`src/rtl/axi_read_master.sv`:
```
// AXI4 read master: accepts a burst command (start address, arlen), issues a
// single INCR read-address request, and streams the returned beats through
// a one-deep registered output stage. Flags a non-OKAY response and an rlast
// that disagrees with the beat count; both flags are sticky until the next
// command is accepted. Burst end is decided by the beat count alone.
module axi_read_master #(
    parameter int ADDRESS_WIDTH = 8,
    parameter int DATA_WIDTH    = 32
) (
    input  logic                     aclk,
    input  logic                     aresetn,
    input  logic                     cmd_valid,
    output logic                     cmd_ready,
    input  logic [ADDRESS_WIDTH-1:0] cmd_addr,
    input  logic [7:0]               cmd_len,
    output logic [ADDRESS_WIDTH-1:0] araddr,
    output logic [7:0]               arlen,
    output logic [2:0]               arsize,
    output logic [1:0]               arburst,
    output logic                     arvalid,
    input  logic                     arready,
    input  logic [DATA_WIDTH-1:0]    rdata,
    input  logic [1:0]               rresp,
    input  logic                     rlast,
    input  logic                     rvalid,
    output logic                     rready,
    output logic [DATA_WIDTH-1:0]    out_data,
    output logic                     out_last,
    output logic                     out_valid,
    input  logic                     out_ready,
    output logic                     done,
    output logic                     resp_err,
    output logic                     last_err
);

    typedef enum logic [1:0] {
        IDLE = 2'd0,
        ADDR = 2'd1,
        DATA = 2'd2
    } state_t;

    // Bytes per beat expressed as the AXI size code.
    localparam logic [2:0] ARSIZE_C  = 3'($clog2(DATA_WIDTH / 8));
    localparam logic [1:0] ARBURST_C = 2'b01;

    state_t                   state_r;
    state_t                   state_nxt_s;
    logic [ADDRESS_WIDTH-1:0] araddr_r;
    logic [7:0]               arlen_r;
    logic                     arvalid_r;
    logic [7:0]               beat_cnt_r;
    logic [DATA_WIDTH-1:0]    out_data_r;
    logic                     out_last_r;
    logic                     out_valid_r;
    logic                     done_r;
    logic                     resp_err_r;
    logic                     last_err_r;

    logic                     cmd_ready_s;
    logic                     rready_s;
    logic                     cmd_hs_s;
    logic                     ar_hs_s;
    logic                     r_hs_s;
    logic                     out_hs_s;
    logic                     last_beat_s;

    // A beat may enter the output stage only when it is empty or draining.
    assign cmd_ready_s = (state_r == IDLE);
    assign rready_s    = (state_r == DATA) && (!out_valid_r || out_ready);
    assign cmd_hs_s    = cmd_valid && cmd_ready_s;
    assign ar_hs_s     = (state_r == ADDR) && arvalid_r && arready;
    assign r_hs_s      = rvalid && rready_s;
    assign out_hs_s    = out_valid_r && out_ready;
    assign last_beat_s = (beat_cnt_r == arlen_r);

    assign cmd_ready = cmd_ready_s;
    assign rready    = rready_s;
    assign araddr    = araddr_r;
    assign arlen     = arlen_r;
    assign arsize    = ARSIZE_C;
    assign arburst   = ARBURST_C;
    assign arvalid   = arvalid_r;
    assign out_data  = out_data_r;
    assign out_last  = out_last_r;
    assign out_valid = out_valid_r;
    assign done      = done_r;
    assign resp_err  = resp_err_r;
    assign last_err  = last_err_r;

    // State register.
    always_ff @(posedge aclk or negedge aresetn) begin
        if (!aresetn) begin
            state_r <= IDLE;
        end else begin
            state_r <= state_nxt_s;
        end
    end

    // Next-state decode: command -> address phase -> data phase -> idle on the counted last beat.
    always_comb begin
        state_nxt_s = state_r;
        case (state_r)
            IDLE: begin
                if (cmd_hs_s) state_nxt_s = ADDR;
                else          state_nxt_s = IDLE;
            end
            ADDR: begin
                if (ar_hs_s) state_nxt_s = DATA;
                else         state_nxt_s = ADDR;
            end
            DATA: begin
                if (r_hs_s && last_beat_s) state_nxt_s = IDLE;
                else                       state_nxt_s = DATA;
            end
            default: state_nxt_s = IDLE;
        endcase
    end

    // Read-address channel: capture the command and hold it until the slave takes it.
    always_ff @(posedge aclk or negedge aresetn) begin
        if (!aresetn) begin
            araddr_r  <= '0;
            arlen_r   <= 8'd0;
            arvalid_r <= 1'b0;
        end else if (cmd_hs_s) begin
            araddr_r  <= cmd_addr;
            arlen_r   <= cmd_len;
            arvalid_r <= 1'b1;
        end else if (ar_hs_s) begin
            arvalid_r <= 1'b0;
        end
    end

    // Beat counter: restarts when the address is accepted, advances per accepted beat.
    always_ff @(posedge aclk or negedge aresetn) begin
        if (!aresetn) begin
            beat_cnt_r <= 8'd0;
        end else if (ar_hs_s) begin
            beat_cnt_r <= 8'd0;
        end else if (r_hs_s) begin
            beat_cnt_r <= beat_cnt_r + 8'd1;
        end
    end

    // Output stage: a new beat reloads it, otherwise a consumer handshake empties it.
    always_ff @(posedge aclk or negedge aresetn) begin
        if (!aresetn) begin
            out_data_r  <= '0;
            out_last_r  <= 1'b0;
            out_valid_r <= 1'b0;
        end else if (r_hs_s) begin
            out_data_r  <= rdata;
            out_last_r  <= last_beat_s;
            out_valid_r <= 1'b1;
        end else if (out_hs_s) begin
            out_last_r  <= 1'b0;
            out_valid_r <= 1'b0;
        end
    end

    // Single-cycle completion pulse on the counted final beat.
    always_ff @(posedge aclk or negedge aresetn) begin
        if (!aresetn) begin
            done_r <= 1'b0;
        end else begin
            done_r <= r_hs_s && last_beat_s;
        end
    end

    // Sticky error flags, cleared when a new command is accepted.
    always_ff @(posedge aclk or negedge aresetn) begin
        if (!aresetn) begin
            resp_err_r <= 1'b0;
            last_err_r <= 1'b0;
        end else if (cmd_hs_s) begin
            resp_err_r <= 1'b0;
            last_err_r <= 1'b0;
        end else if (r_hs_s) begin
            if (rresp != 2'b00)        resp_err_r <= 1'b1;
            if (rlast != last_beat_s)  last_err_r <= 1'b1;
        end
    end

endmodule
```
`config.mk`:
```
export PLATFORM = sky130hd
export DESIGN_NAME = axi_read_master
export DESIGN_NICKNAME = d
export VERILOG_FILES = /design/src/rtl/axi_read_master.sv
export SDC_FILE = /design/constraint.sdc
export NUM_CORES = 1
export LEC_CHECK = 0
export ABC_AREA = 1
export CELL_PAD_IN_SITES_DETAIL_PLACEMENT = 1
export CELL_PAD_IN_SITES_GLOBAL_PLACEMENT = 1
export CORE_MARGIN = 5
export CORE_UTILIZATION = 30
export CTS_CLUSTER_SIZE = 24
export DETAILED_ROUTE_END_ITERATION = 12
export PLACE_DENSITY_LB_ADDON = 0.1
export SLEW_MARGIN = 20
export SYNTH_ARGS = -nofsm -noshare
export SYNTH_HDL_FRONTEND = slang
export SYNTH_SLANG_ARGS = --single-unit
export TNS_END_PERCENT = 30
```
`constraint.sdc`:
```
create_clock -name aclk -period 1.61 [get_ports aclk]
set_input_delay 0.161 -clock aclk [delete_from_list [all_inputs] [get_ports aclk]]
set_output_delay 0.161 -clock aclk [all_outputs]
set_load 0.05 [all_outputs]
```
======== After elaboration in Yosys (flattened, before gate mapping) ========
Cells that the tools add are included.
word-level totals
  flip-flop bits (word level) ............. 64
  input bits .............................. 57
  output and inout port bits .............. 61
  word-level logic and storage cells ...... 52
cells by class
  reductions and logical operators ........ 19
  equal/unequal tests ..................... 4
  multiplexer cells ....................... 17
  add/sub/neg operators ................... 1
operators with widths
  cell                                           count
  2-to-1 mux 8 bit                               2
  nonzero test 2 bit                             7
  2-to-1 mux 1 bit                               12
  adder 8 x 1 -> 8 bit, second input constant    1
  == test 8 bit                                  1
  logical AND 1 bit                              7
  one-hot mux 2 bit (3 select lines)             1
  2-to-1 mux 2 bit                               2
  AND reduction 2 bit                            2
  == test 2 x 1 -> 1 bit, second input constant  1
  == test 2 bit, second input constant           1
  zero test 2 bit                                1
  zero test 1 bit                                1
  logical OR 1 bit                               1
  != test 1 bit                                  1

======== Depth between registers and ports, before layout ========
Gate-level depths: netlist (run 1).
  word-level depth ........................ 7
  mapped depth ............................ 9
  gate-level depth less buffers ........... 9

======== Least setup slack after synthesis (run 1) ========
Ideal clock, no wire load.
  path type ............................... register to register
  from .................................... register state_r[0]
  to ...................................... register arlen_r[0], in the netlist arlen[0]
  period minus slack after synthesis ...... 1.905 ns
  setup time .............................. 0.127 ns
  required time ........................... 1.483 ns
  cell stages (with the launch flop) ...... 6
  arrival time ............................ 1.778 ns
  buffers on the path ..................... 1
  setup slack ............................. -0.295 ns
  cells stage by stage .................... dfrtp_1 > nor2_1 > nand2_1 > inv_1 > buf_2 > o21ai_0
on the way
  cells in the longest elaborated chain, start to end .. 2
RTL lines
  element                 RTL line  source
  from (decl)             46        state_t state_r;
  from (signal assigned)  95        state_r <= state_nxt_s;
  zero test 2 bit         68        assign cmd_ready_s = (state_r == IDLE);
  via cmd_ready           13        output logic cmd_ready,
  logical AND 1 bit       70        assign cmd_hs_s = cmd_valid && cmd_ready_s;
  to (signal assigned)    127       arlen_r <= cmd_len;
  to (decl)               49        logic [7:0] arlen_r;
The timed path passes the listed nets, and every way through them passes these cells.
A chain may end at the register's enable or synchronous reset.

======== Worst setup path in the final report (run 1) ========
  from .................................... register out_valid_r, in the netlist out_valid
  to ...................................... output rready
on the way
  cells in the longest elaborated chain, start to end .. 3
RTL lines
  element                 RTL line  source
  from (decl)             54        logic out_valid_r;
  from (signal assigned)  150       out_valid_r <= 1'b0;
  from (signal assigned)  154       out_valid_r <= 1'b1;
  from (signal assigned)  157       out_valid_r <= 1'b0;
  zero test 1 bit         69        assign rready_s = (state_r == DATA) && (!out_valid_r || out_ready);
  logical OR 1 bit        69
  logical AND 1 bit       69
  to (decl)               26        output logic rready,
Every way passes these cells.

==> summary.txt, run 1 <==
=================================================================================
Run status ......................................................... finished, final reports clean
Max rail drop VDD ..................................................      1067 uV
Top cells by count, synth .......................................... nand2_1 (171), dfrtp_1 (64), inv_1 (21)
LEAKAGE ............................................................     2.166 nW
Post-layout instance area ..........................................     4144 um2
CTS HTree Levels ...................................................            3
Fraction of final layout cells sized beyond drive strength 1 .......       0.2062
Crit path kind ..................................................... register to primary output
Vias after detailed routing ........................................        2,485
Critical R2R Capture ...............................................     resp_err
Depth of the most critical reg-to-reg path .........................            6
Cells after Synth ..................................................          322
Total Die Area .....................................................   11,050 um2
Biggest fanout along the worst timing path .........................            3
Number of top-level pins ...........................................          118
RSZ-0062 raised after global routing ...............................           no
Clock sinks ........................................................           64
Reg2Reg Setup Slack ................................................      0.18 ns
Vertical die dimension .............................................     105.1 um
Main area contributors after synthesis ............................. dfrtp_1 (59%), nand2_1 (24%), inv_1 (2.9%)
Count of cells resized by post-cts repair ..........................            0
Net total in the final layout ......................................          504
Path class of the lowest-slack min-delay path ...................... input port to async pin
DRC violation count after routing ..................................            0
Cell count after placement .........................................          542
Post-Syn Area per Cell .............................................    8.428 um2
Cts hold-fix bufs ..................................................            1
Last weighted congestion value of the routability-driven placer ....       0.7358
Initial antenna violation count ....................................            0
Main synth FF type .................................................      dfrtp_1
Worst R2R Start ....................................................   state_r[0]
Power density cells ................................................  2190 nW/um2
Total of max-cap violations ........................................            0
Most frequently used cell type in the post-synthesis netlist .......      nand2_1
Root Buffer ........................................................     clkbuf_8
Worst Setup End Kind ............................................... primary output
Initial core utilization ...........................................       0.3097
Area post-placement ................................................     3913 um2
Dpl hpwl ...........................................................      5803 um
Clock slew seen by the registers of the worst setup and hold paths .      0.08 ns
CTS tree ...........................................................         done
Synthesis warning total ............................................            0
Mapped cell area ...................................................     2714 um2
Number of flops mapped to enable cells by yosys ....................            0
Maximum clock frequency ............................................   0.6899 GHz
Worst Setup Start Kind .............................................     register
Global Route Usage Sum .............................................       0.1430
Core Area ..........................................................     8763 um2
Max Clock Skew .....................................................   0.01222 ns
Number of max-slew violations in the final report ..................            0
Final clock period utilization by the worst path ...................       0.9003
Remaining global-route overflow ....................................            0
Final critical delay including setup and external delays ...........     1.450 ns
Final hold viol count ..............................................            0
Detailed-router iteration count before antenna repair ..............            4
Post-synthesis cell type with the largest combined area ............      dfrtp_1
Fraction of synthesis flops using an asynchronous set or reset pin .        1.000
Die width ..........................................................     105.1 um
Wire length of the first global-routing pass .......................    12,890 um
Average via count per standard cell ................................        4.445
DRT antenna net count ..............................................            0
Final non-filler cell total ........................................          559
Setup repair bufs after CTS ........................................            0
Pin count of the biggest net entering global routing ...............           36
Count of endpoints failing setup in the final report ...............            0
Flop and latch count out of synthesis ..............................           64
CP arrival .........................................................      1.29 ns
Data required time of the worst path ...............................      1.45 ns
Buffers on Ports ...................................................          112
Worst-skew pair later-pin latency ..................................      0.34 ns
Total clock buffers created by CTS .................................            9
Seq/Total Area, Yosys ..............................................       0.5901
Aggregate negative setup slack .....................................         0 ns
ANT cells ..........................................................            0
DR iter-0 viols ....................................................           42
Layout Utilization .................................................       0.4729
Area share of the largest cell type after synthesis ................       0.5901
Average routed wire per standard cell ..............................     13.57 um
Max clock buf depth ................................................            2
Number of global-route vias before repair ..........................        2,657
Layout-stage area growth over the synthesis result .................       52.70%
Total number of placement rows .....................................           34
DRT Wirelength .....................................................      7585 um
Post-layout power ..................................................   0.009075 W
Post-synth cell types ..............................................           25
=================================================================================
-- registers in the layout, summed over array words and instances, names as in the netlist, 2 cells and up --
signal	count
beat_cnt_r	8
arlen	8
araddr	8
out_data	32
state_r	2
-- critical path: stages (launching register included) --
cell and delay [ns]:
dfrtp_1 0.40, nand2_1 0.13, buf_4 0.13, nand2_1 0.04, inv_1 0.09, buf_12 0.14
-- placed cells by master (no fill, tap or decap), types with 2 or more instances in the layout --
cell type	synthesis	final
a21oi_1	7	7
buf_12	0	5
buf_4	5	63
bufinv_16	0	2
clkbuf_8	0	10
clkdlybuf4s50_1	0	55
clkinvlp_4	0	2
conb_1	2	5
dfrtp_1	64	64
inv_1	21	21
nand2_1	171	171
nand3_1	4	4
nor2_1	9	8
nor2_4	2	3
nor3_1	3	3
o21ai_0	9	9
o21ai_1	2	2
xnor2_1	3	3
-- logic make-up (layout without fill, tap and decap cells) --
logic type / after synthesis / after routing / synth area share
fa+ha+maj: 1 / 1 / 0.004610
compound gates: 20 / 20 / 0.03919
xor+xnor: 3 / 3 / 0.009684
flops: 64 / 64 / 0.5901
buf+inv: 38 / 164 / 0.06270
simple gates: 194 / 194 / 0.2909
other cells: 2 / 5 / 0.002767
-- worst max path at each step --
stage                from       endpoint  slack (ns)  depth (start not counted)
6_report        out_valid         rready        0.16                          5
5_1_grt        state_r[0]       resp_err        0.01                          6
4_1_cts         out_valid         rready        0.14                          5
3_5_place_dp    out_ready  beat_cnt_r[2]       -0.01                          8
3_3_place_gp    out_ready       resp_err        0.03                          8
2_1_floorplan   out_valid   out_data[10]        0.06                          6
-- routing by layer --
metal  GRT usage  part of all wire  up-vias
li1            -                 -     1220
met2      0.2280              0.47       77
met1      0.1790              0.44     1180
met4     0.04658             0.013        0
met3     0.05425             0.073        8
met5           0                 0        -
-- where the power goes --
part | leakage, nW | internal (W) | switching [W]
sequential | 0.813 | 0.00226 | 0.000459
clock | 0.106 | 0.000912 | 0.000632
combinational | 1.25 | 0.00148 | 0.00334
total | 2.17 | 0.00465 | 0.00443
-- stage by stage --
step                setup slack [ns]  hold slack (ns)
floorplan                    0.05666          -0.1346
finish                        0.1605           0.2523
global placement             0.02588          0.09537
detailed placement          -0.01009          0.09648
global route                 0.01379           0.2766
CTS                           0.1426           0.2676
-- cell type report --
| cell class | count | area, um2 |
|---|---|---|
| multi-input cells | 223 | 960.9 |
| flip-flops and latches | 64 | 1602 |
| inverters | 23 | 86.33 |
| clock inverters | 5 | 80.08 |
| clock buffers | 11 | 141.4 |
| well taps | 108 | 135.1 |
| repair buffers | 125 | 1139 |
| fillers | 1068 | 4619 |
(Power assumes the default switching activity.)
==> run 2: changes to the inputs <==
--- a/config.mk
+++ b/config.mk
@@ -5,7 +5,6 @@
 export SDC_FILE = /design/constraint.sdc
 export NUM_CORES = 1
 export LEC_CHECK = 0
-export ABC_AREA = 1
 export CELL_PAD_IN_SITES_DETAIL_PLACEMENT = 1
 export CELL_PAD_IN_SITES_GLOBAL_PLACEMENT = 1
 export CORE_MARGIN = 5
==> run 2 against run 1 <==
Against the previous run: combinational power barely moved; area after synthesis fell by 1.7%; critical path depth fell by 2; cell count fell by 5.5%; total power fell by 2.1%; non-clock buffer count did not move; global-route usage rose by 1.4 points; critical endpoint unchanged.
==> summary.txt, run 2 <==
=================================================================================
DRT antenna net count ..............................................            0   unchanged
Fraction of final layout cells sized beyond drive strength 1 .......       0.2167   +0.01046
Layout Utilization .................................................       0.4710   -0.001852
Total clock buffers created by CTS .................................            9   unchanged
Most frequently used cell type in the post-synthesis netlist .......      nand2_1
Data required time of the worst path ...............................      1.45 ns   about the same
Worst Setup End Kind ............................................... primary output
Area fraction in compound gates after synthesis ....................      0.02485   -0.01434
Vias after detailed routing ........................................        2,379   -4.3%
Commonest non-fill, non-tap cells in the layout .................... nand2_1 (156), dfrtp_1 (64), buf_4 (62)
Area share of the largest cell type after synthesis ................       0.6001   +0.009960
Cell count after placement .........................................          511   -5.7%
Die width ..........................................................     104.3 um   -0.75%
Worst Setup Start Kind .............................................     register
Count of endpoints failing setup in the final report ...............            0   unchanged
Detailed-router iteration count before antenna repair ..............            4   unchanged
Worst slew margin relative to its limit ............................       0.6220
Area fraction in and, or, nand and nor cells after synthesis .......       0.2893   -0.001654
Slack of the critical path .........................................    0.1443 ns   -0.01618 ns
DRT Wirelength .....................................................      8067 um   +6.4%
ANT cells ..........................................................            0   unchanged
Root Buffer ........................................................     clkbuf_8
Number of global-route vias before repair ..........................        2,602   -2.1%
Worst setup path startpoint ........................................   state_r[0]
Crit path kind ..................................................... register to primary output
Buffers on Ports ...................................................          112   unchanged
Net total in the final layout ......................................          473   -6.2%
Flop and latch count out of synthesis ..............................           64   unchanged
Critical R2R Capture ...............................................     last_err
Final clock period utilization by the worst path ...................       0.9104   +0.01005
Remaining global-route overflow ....................................            0   unchanged
Kind of cell adding the most delay to the critical path ............ simple AND/OR/NAND/NOR gates
Post-synth cell types ..............................................           30   +20%
Cells after Synth ..................................................          292   -9.3%
CTS HTree Levels ...................................................            3   unchanged
Slew at the pin closest to its max-slew limit ......................    0.5670 ns
Seq/Total Area, Yosys ..............................................       0.6001   +0.009960
Global Route Usage Sum .............................................       0.1567   +0.01376
Worst R2R Start .................................................... beat_cnt_r[2]
Maximum clock frequency ............................................   0.6823 GHz   -1.1%
Number of buffers and inverters on the critical path ...............            1   -2
Pin count of the biggest net entering global routing ...............           36   unchanged
Peak per-stage delay on the critical path ..........................      0.41 ns   about the same
Final critical delay including setup and external delays ...........     1.466 ns   +0.01618 ns
Share of the synthesized netlist area taken by xor and xnor gates ..      0.03610   +0.02642
Clock slew seen by the registers of the worst setup and hold paths .      0.08 ns   about the same
Slowest cell on the critical path ..................................      dfrtp_1
Average routed wire per standard cell ..............................     15.28 um   +13%
CTS tree ...........................................................         done
Core Area ..........................................................     8678 um2   -0.97%
Initial antenna violation count ....................................            0   unchanged
Max rail drop VDD ..................................................     756.2 uV   -29%
Average via count per standard cell ................................        4.506   +1.4%
Top cells by count, synth .......................................... nand2_1 (156), dfrtp_1 (64), xnor2_1 (9)
Number of filler cells placed in the layout ........................        1,026   -3.9%
Main synth FF type .................................................      dfrtp_1
DRC violation count after routing ..................................            0   unchanged
Reg2Reg Setup Slack ................................................      0.15 ns   -0.03 ns
Fin Hold WS ........................................................    0.3317 ns   +0.07941 ns
Number of top-level pins ...........................................          118   unchanged
Synthesis warning total ............................................            0   unchanged
Clock sinks ........................................................           64   unchanged
Number of stages on the worst setup path ...........................            3   -2
Dominant combinational cell family by area after synthesis ......... simple AND/OR/NAND/NOR gates
Final hold viol count ..............................................            0   unchanged
Run status ......................................................... finished, final reports clean
Portion of netlist area occupied by mux cells ......................     0.007501   +0.007501
Post-synthesis cell type with the largest combined area ............      dfrtp_1
Wire length of the first global-routing pass .......................    13,530 um   +5.0%
Main area contributors after synthesis ............................. dfrtp_1 (60%), nand2_1 (22%), xnor2_1 (3.0%)
Worst-skew pair later-pin latency ..................................      0.35 ns   about the same
Number of max-slew violations in the final report ..................            0   unchanged
Mapped cell area ...................................................     2669 um2   -1.7%
Depth of the most critical reg-to-reg path .........................            4   -2
Fraction of synthesis flops using an asynchronous set or reset pin .        1.000   unchanged
Initial core utilization ...........................................       0.3075   -0.002154
Path class of the lowest-slack min-delay path ...................... input port to register
Worst setup path endpoint ..........................................       rready
Number of flops mapped to enable cells by yosys ....................            0   unchanged
Post-Syn Area per Cell .............................................    9.140 um2   +8.4%
Worst slack, placed ................................................  -0.01473 ns   -0.004634 ns
Biggest fanout along the worst timing path .........................            6   +3
Last weighted congestion value of the routability-driven placer ....       0.7705   +4.7%
Total Die Area .....................................................   10,880 um2   -1.5%
LEAKAGE ............................................................     2.088 nW   -3.6%
CP arrival .........................................................      1.30 ns   about the same
Max FFs per register ...............................................           32   unchanged
Total number of placement rows .....................................           34   unchanged
Max clock buf depth ................................................            2   unchanged
Layout-stage area growth over the synthesis result .................       53.16%
Synth Area in Adders ...............................................     0.004688   +0.00007781
Dpl hpwl ...........................................................      6071 um   +4.6%
DR iter-0 viols ....................................................           64   +52%
Max Clock Skew .....................................................   0.01203 ns   -0.0001862 ns
Vertical die dimension .............................................     104.3 um   -0.75%
Final non-filler cell total ........................................          528   -5.5%
Most common library cell in the layout ignoring fill and taps ......      nand2_1
Power density cells ................................................  2173 nW/um2   -0.76%
Total of max-cap violations ........................................            0   unchanged
Cells traversed along the worst timing path ........................ nor2b_4 > and2_4 > buf_12
=================================================================================
-- run 2: how the worst min path moves through the flow --
| stage | to | startpoint | depth (start not counted) |
|---|---|---|---|
| after floorplan | araddr[0] | aresetn | 0 |
| after global placement | araddr[5] | aresetn | 1 |
| after detailed placement | araddr[5] | aresetn | 1 |
| after CTS | out_data[29] | rdata[29] | 3 |
| after global routing | out_data[21] | rdata[21] | 3 |
| final | out_data[29] | rdata[29] | 3 |
-- run 2: layer usage --
metal | track usage | vias to the layer above | share of wire
met1 | 0.1769 | 1149 | 0.40
met4 | 0.04718 | 0 | 0.013
met5 | 0 | - | 0
met3 | 0.07325 | 11 | 0.076
li1 | - | 1157 | -
met2 | 0.2629 | 62 | 0.52
-- run 2: metrics by stage --
step	total power, W	TNS [ns]	area, um2
2_1_floorplan	0.005819	0	2695
3_3_place_gp	0.007474	0	3874
3_5_place_dp	0.007567	-0.01473	3874
4_1_cts	0.009034	0	4081
5_1_grt	0.009436	-0.009047	4088
6_report	0.008883	0	4088
-- run 2: logic make-up (layout without fill, tap and decap cells) --
kind of cell / Yosys count / in the layout
other: 2 / 5
xor gates and xnor gates: 11 / 11
muxes: 2 / 2
adders and majority gates: 1 / 1
AOI/OAI and AO/OA: 11 / 11
DFF: 64 / 64
and+or+nand+nor: 183 / 183
buffers and inverters: 18 / 143
-- run 2: worst reg2reg max path: cells and delay by family (launching register included) --
kind / cells / cell delay [ns]
xor gates and xnor gates: 1 / 0.16
and+or+nand+nor: 3 / 0.78
DFF: 1 / 0.46
-- run 2: timing repair --
| item | 4_1_cts | 5_1_grt |
|---|---|---|
| hold buffers | 1 | 0 |
| endpoints found under the hold margin | 20 | 0 |
| endpoints found under the setup margin | 0 | 2 |
| buffers inserted | 0 | 0 |
| resized for setup | 0 | 2 |
-- run 2: area by class of cell --
type | count | area (um2) | area share
clock buffer | 11 | 141.4 | 0.03459
clock inverter | 5 | 56.30 | 0.01377
inverter | 2 | 7.507 | 0.001837
multi-input combinational | 213 | 1003 | 0.2455
sequential | 64 | 1602 | 0.3918
tap | 108 | 135.1 | 0.03306
timing repair buffer | 125 | 1142 | 0.2795
-- run 2: power breakdown --
group / total (W) / leakage, nW / switching [W] / internal [W]
Sequential: 0.00269 / 0.814 / 0.000444 / 0.00225
Combinational: 0.00478 / 1.17 / 0.00329 / 0.00148
Clock: 0.00142 / 0.0993 / 0.000663 / 0.000755
==> run 3: changes to the inputs <==
--- a/config.mk
+++ b/config.mk
@@ -9,9 +9,11 @@
 export CELL_PAD_IN_SITES_GLOBAL_PLACEMENT = 1
 export CORE_MARGIN = 5
 export CORE_UTILIZATION = 30
+export CTS_CLUSTER_DIAMETER = 40
 export CTS_CLUSTER_SIZE = 24
 export DETAILED_ROUTE_END_ITERATION = 12
 export PLACE_DENSITY_LB_ADDON = 0.1
+export SETUP_SLACK_MARGIN = 0.15
 export SLEW_MARGIN = 20
 export SYNTH_ARGS = -nofsm -noshare
 export SYNTH_HDL_FRONTEND = slang
==> run 3 against run 2 <==
Against the previous run: count of clock-buffer cells in the layout is the same; sequential share of layout area up 0.20 points; clock power shrank 13%; worst hold slack better by 0.018 ns; register-to-register slack better by 0.02 ns; cell area increased by 0.18%; largest power group unchanged.
==> summary.txt, run 3 (synthesis results as in run 2) <==
=================================================================================
DRC violation count after routing ..................................            0   unchanged
Critical R2R Capture ...............................................     last_err
Clock sinks ........................................................           64   unchanged
Clock slew seen by the registers of the worst setup and hold paths .      0.07 ns   about the same
Slowest cell on the critical path ..................................      dfrtp_1
Fraction of final layout cells sized beyond drive strength 1 .......       0.2494   +0.03274
LEAKAGE ............................................................     2.089 nW   about the same
Grt met2 use .......................................................       0.2452   -0.01765
Met3 GRT Util ......................................................      0.05649   -0.01676
Crit path kind ..................................................... register to primary output
Buffers on Ports ...................................................          112   unchanged
DR iter-0 viols ....................................................           50   -22%
Net total in the final layout ......................................          475   +0.42%
Global Route Usage Sum .............................................       0.1516   -0.005118
Final hold viol count ..............................................            0   unchanged
Depth of the most critical reg-to-reg path .........................            4   unchanged
Total of max-cap violations ........................................            0   unchanged
Count of endpoints failing setup in the final report ...............            0   unchanged
Remaining global-route overflow ....................................            0   unchanged
Core Area ..........................................................     8678 um2   unchanged
Fin Hold WS ........................................................    0.3495 ns   +0.01778 ns
Routing layer with the top usage in global route ...................         met2
Die width ..........................................................     104.3 um   unchanged
Initial core utilization ...........................................       0.3075   unchanged
Hold Crit Endpoint ................................................. out_data[30]
Worst R2R Start .................................................... beat_cnt_r[3]
Max rail drop VDD ..................................................     868.3 uV   +15%
Reg2Reg Setup Slack ................................................      0.17 ns   +0.02 ns
Max FFs per register ...............................................           32   unchanged
Final critical delay including setup and external delays ...........     1.448 ns   -0.01776 ns
Number of global-route vias before repair ..........................        2,578   -0.92%
Total clock buffers created by CTS .................................            9   unchanged
Final clock period utilization by the worst path ...................       0.8993   -0.01103
Number of top-level pins ...........................................          118   unchanged
Most common library cell in the layout ignoring fill and taps ......      nand2_1
Commonest non-fill, non-tap cells in the layout .................... nand2_1 (155), buf_4 (64), dfrtp_1 (55), clkdlybuf4s50_1 (55), clkbuf_8 (11)
Average routed wire per standard cell ..............................     15.05 um   -1.5%
Cells traversed along the worst timing path ........................ nor2b_4 > and2_4 > buf_12
Worst-skew pair later-pin latency ..................................      0.34 ns   about the same
Max clock buf depth ................................................            2   unchanged
Worst Setup End Kind ............................................... primary output
Biggest fanout along the worst timing path .........................            6   unchanged
Data required time of the worst path ...............................      1.45 ns   about the same
Pin count of the biggest net entering global routing ...............           65   +81%
Total number of placement rows .....................................           34   unchanged
Worst hold path depth ..............................................            3   unchanged
Wire length of the first global-routing pass .......................    13,140 um   -2.9%
Number of buffers and inverters on the critical path ...............            1   unchanged
Aggregate negative setup slack .....................................         0 ns   unchanged
CP arrival .........................................................      1.29 ns   about the same
Root Buffer ........................................................     clkbuf_8
Total Die Area .....................................................   10,880 um2   unchanged
Average via count per standard cell ................................        4.491   -0.31%
DRT Wirelength .....................................................      7960 um   -1.3%
Start point of the worst hold path .................................    rdata[30]
CTS HTree Levels ...................................................            3   unchanged
Detailed-router iteration count before antenna repair ..............            6   +2
Path class of the lowest-slack min-delay path ...................... input port to register
Power density cells ................................................  2146 nW/um2   -1.3%
Maximum clock frequency ............................................   0.6906 GHz   +1.2%
Dpl hpwl ...........................................................      5810 um   -4.3%
GRT met1 Usage .....................................................       0.1833   +0.006484
Vertical die dimension .............................................     104.3 um   unchanged
CTS tree ...........................................................         done
Initial antenna violation count ....................................            0   unchanged
Number of max-slew violations in the final report ..................            0   unchanged
Run status ......................................................... finished, final reports clean
Worst Setup Start Kind .............................................     register
Last weighted congestion value of the routability-driven placer ....       0.7660   -0.58%
Layout-stage area growth over the synthesis result .................       53.45%
Peak per-stage delay on the critical path ..........................      0.41 ns   about the same
DRT antenna net count ..............................................            0   unchanged
ANT cells ..........................................................            0   unchanged
Vias after detailed routing ........................................        2,376   -0.13%
Max Clock Skew .....................................................   0.01006 ns   -0.001974 ns
Kind of cell adding the most delay to the critical path ............ simple AND/OR/NAND/NOR gates
RSZ-0062 raised after global routing ...............................          yes
=================================================================================
run 3: how the worst max path moves through the flow:
stage	cells past startpoint	slack, ns	from	to
2_1_floorplan	4	0.15	state_r[1]	last_err
3_3_place_gp	6	0.02	out_ready	resp_err
3_5_place_dp	6	-0.03	out_ready	resp_err
4_1_cts	3	0.12	state_r[0]	rready
5_1_grt	4	0.07	state_r[0]	beat_cnt_r[5]
6_report	3	0.16	state_r[0]	rready
run 3: report_power, final:
group	internal [W]	leakage (nW)	switching, W	total, W
clock network	0.000624	0.0947	0.000610	0.00123
registers	0.00227	0.803	0.000454	0.00272
logic	0.00153	1.19	0.00330	0.00483
total	0.00442	2.09	0.00437	0.00879
run 3: layer usage:
layer  share of wire  vias up  routed length [um]
li1                -     1156                   -
met1            0.41     1146                3270
met2            0.51       65                4064
met3           0.064        9                 506
met4           0.015        0                 118
met5               0        -                   0
run 3: stage by stage:
stage | total power (W) | setup slack [ns] | util | cells | cell area (um2)
finish | 0.008787 | 0.1621 | 0.4719 | 529 | 4095
global route | 0.009346 | 0.07312 | 0.4719 | 529 | 4095
CTS | 0.008867 | 0.1218 | 0.4664 | 525 | 4048
detailed placement | 0.007567 | -0.03262 | 0.4448 | 509 | 3860
global placement | 0.007478 | 0.02359 | 0.4448 | 509 | 3860
floorplan | 0.005854 | 0.1546 | - | 295 | 2711
run 3: area by class of cell:
type,instances,area (um2)
clock buffer,11,151.4
clock inverter,4,20.02
fill,1014,4583
inverter,2,7.507
multi-input combinational,213,1020
sequential,64,1613
tap,108,135.1
timing repair buffer,127,1149
run 3: repair_timing:
item                       4_1_cts  5_1_grt
hold endpoints to repair        64        0
hold buffers                     1        0
buffers inserted                 0        4
setup endpoints to repair        4       38
pin swaps                        0        3
gates cloned                     0        0
resized for setup                2        4
run 3: tightest hold or removal path, delay by kind of cell:
| family | cells | cell delay [ns] |
|---|---|---|
| and+or+nand+nor | 2 | 0.10 |
| buffers and inverters | 1 | 0.40 |
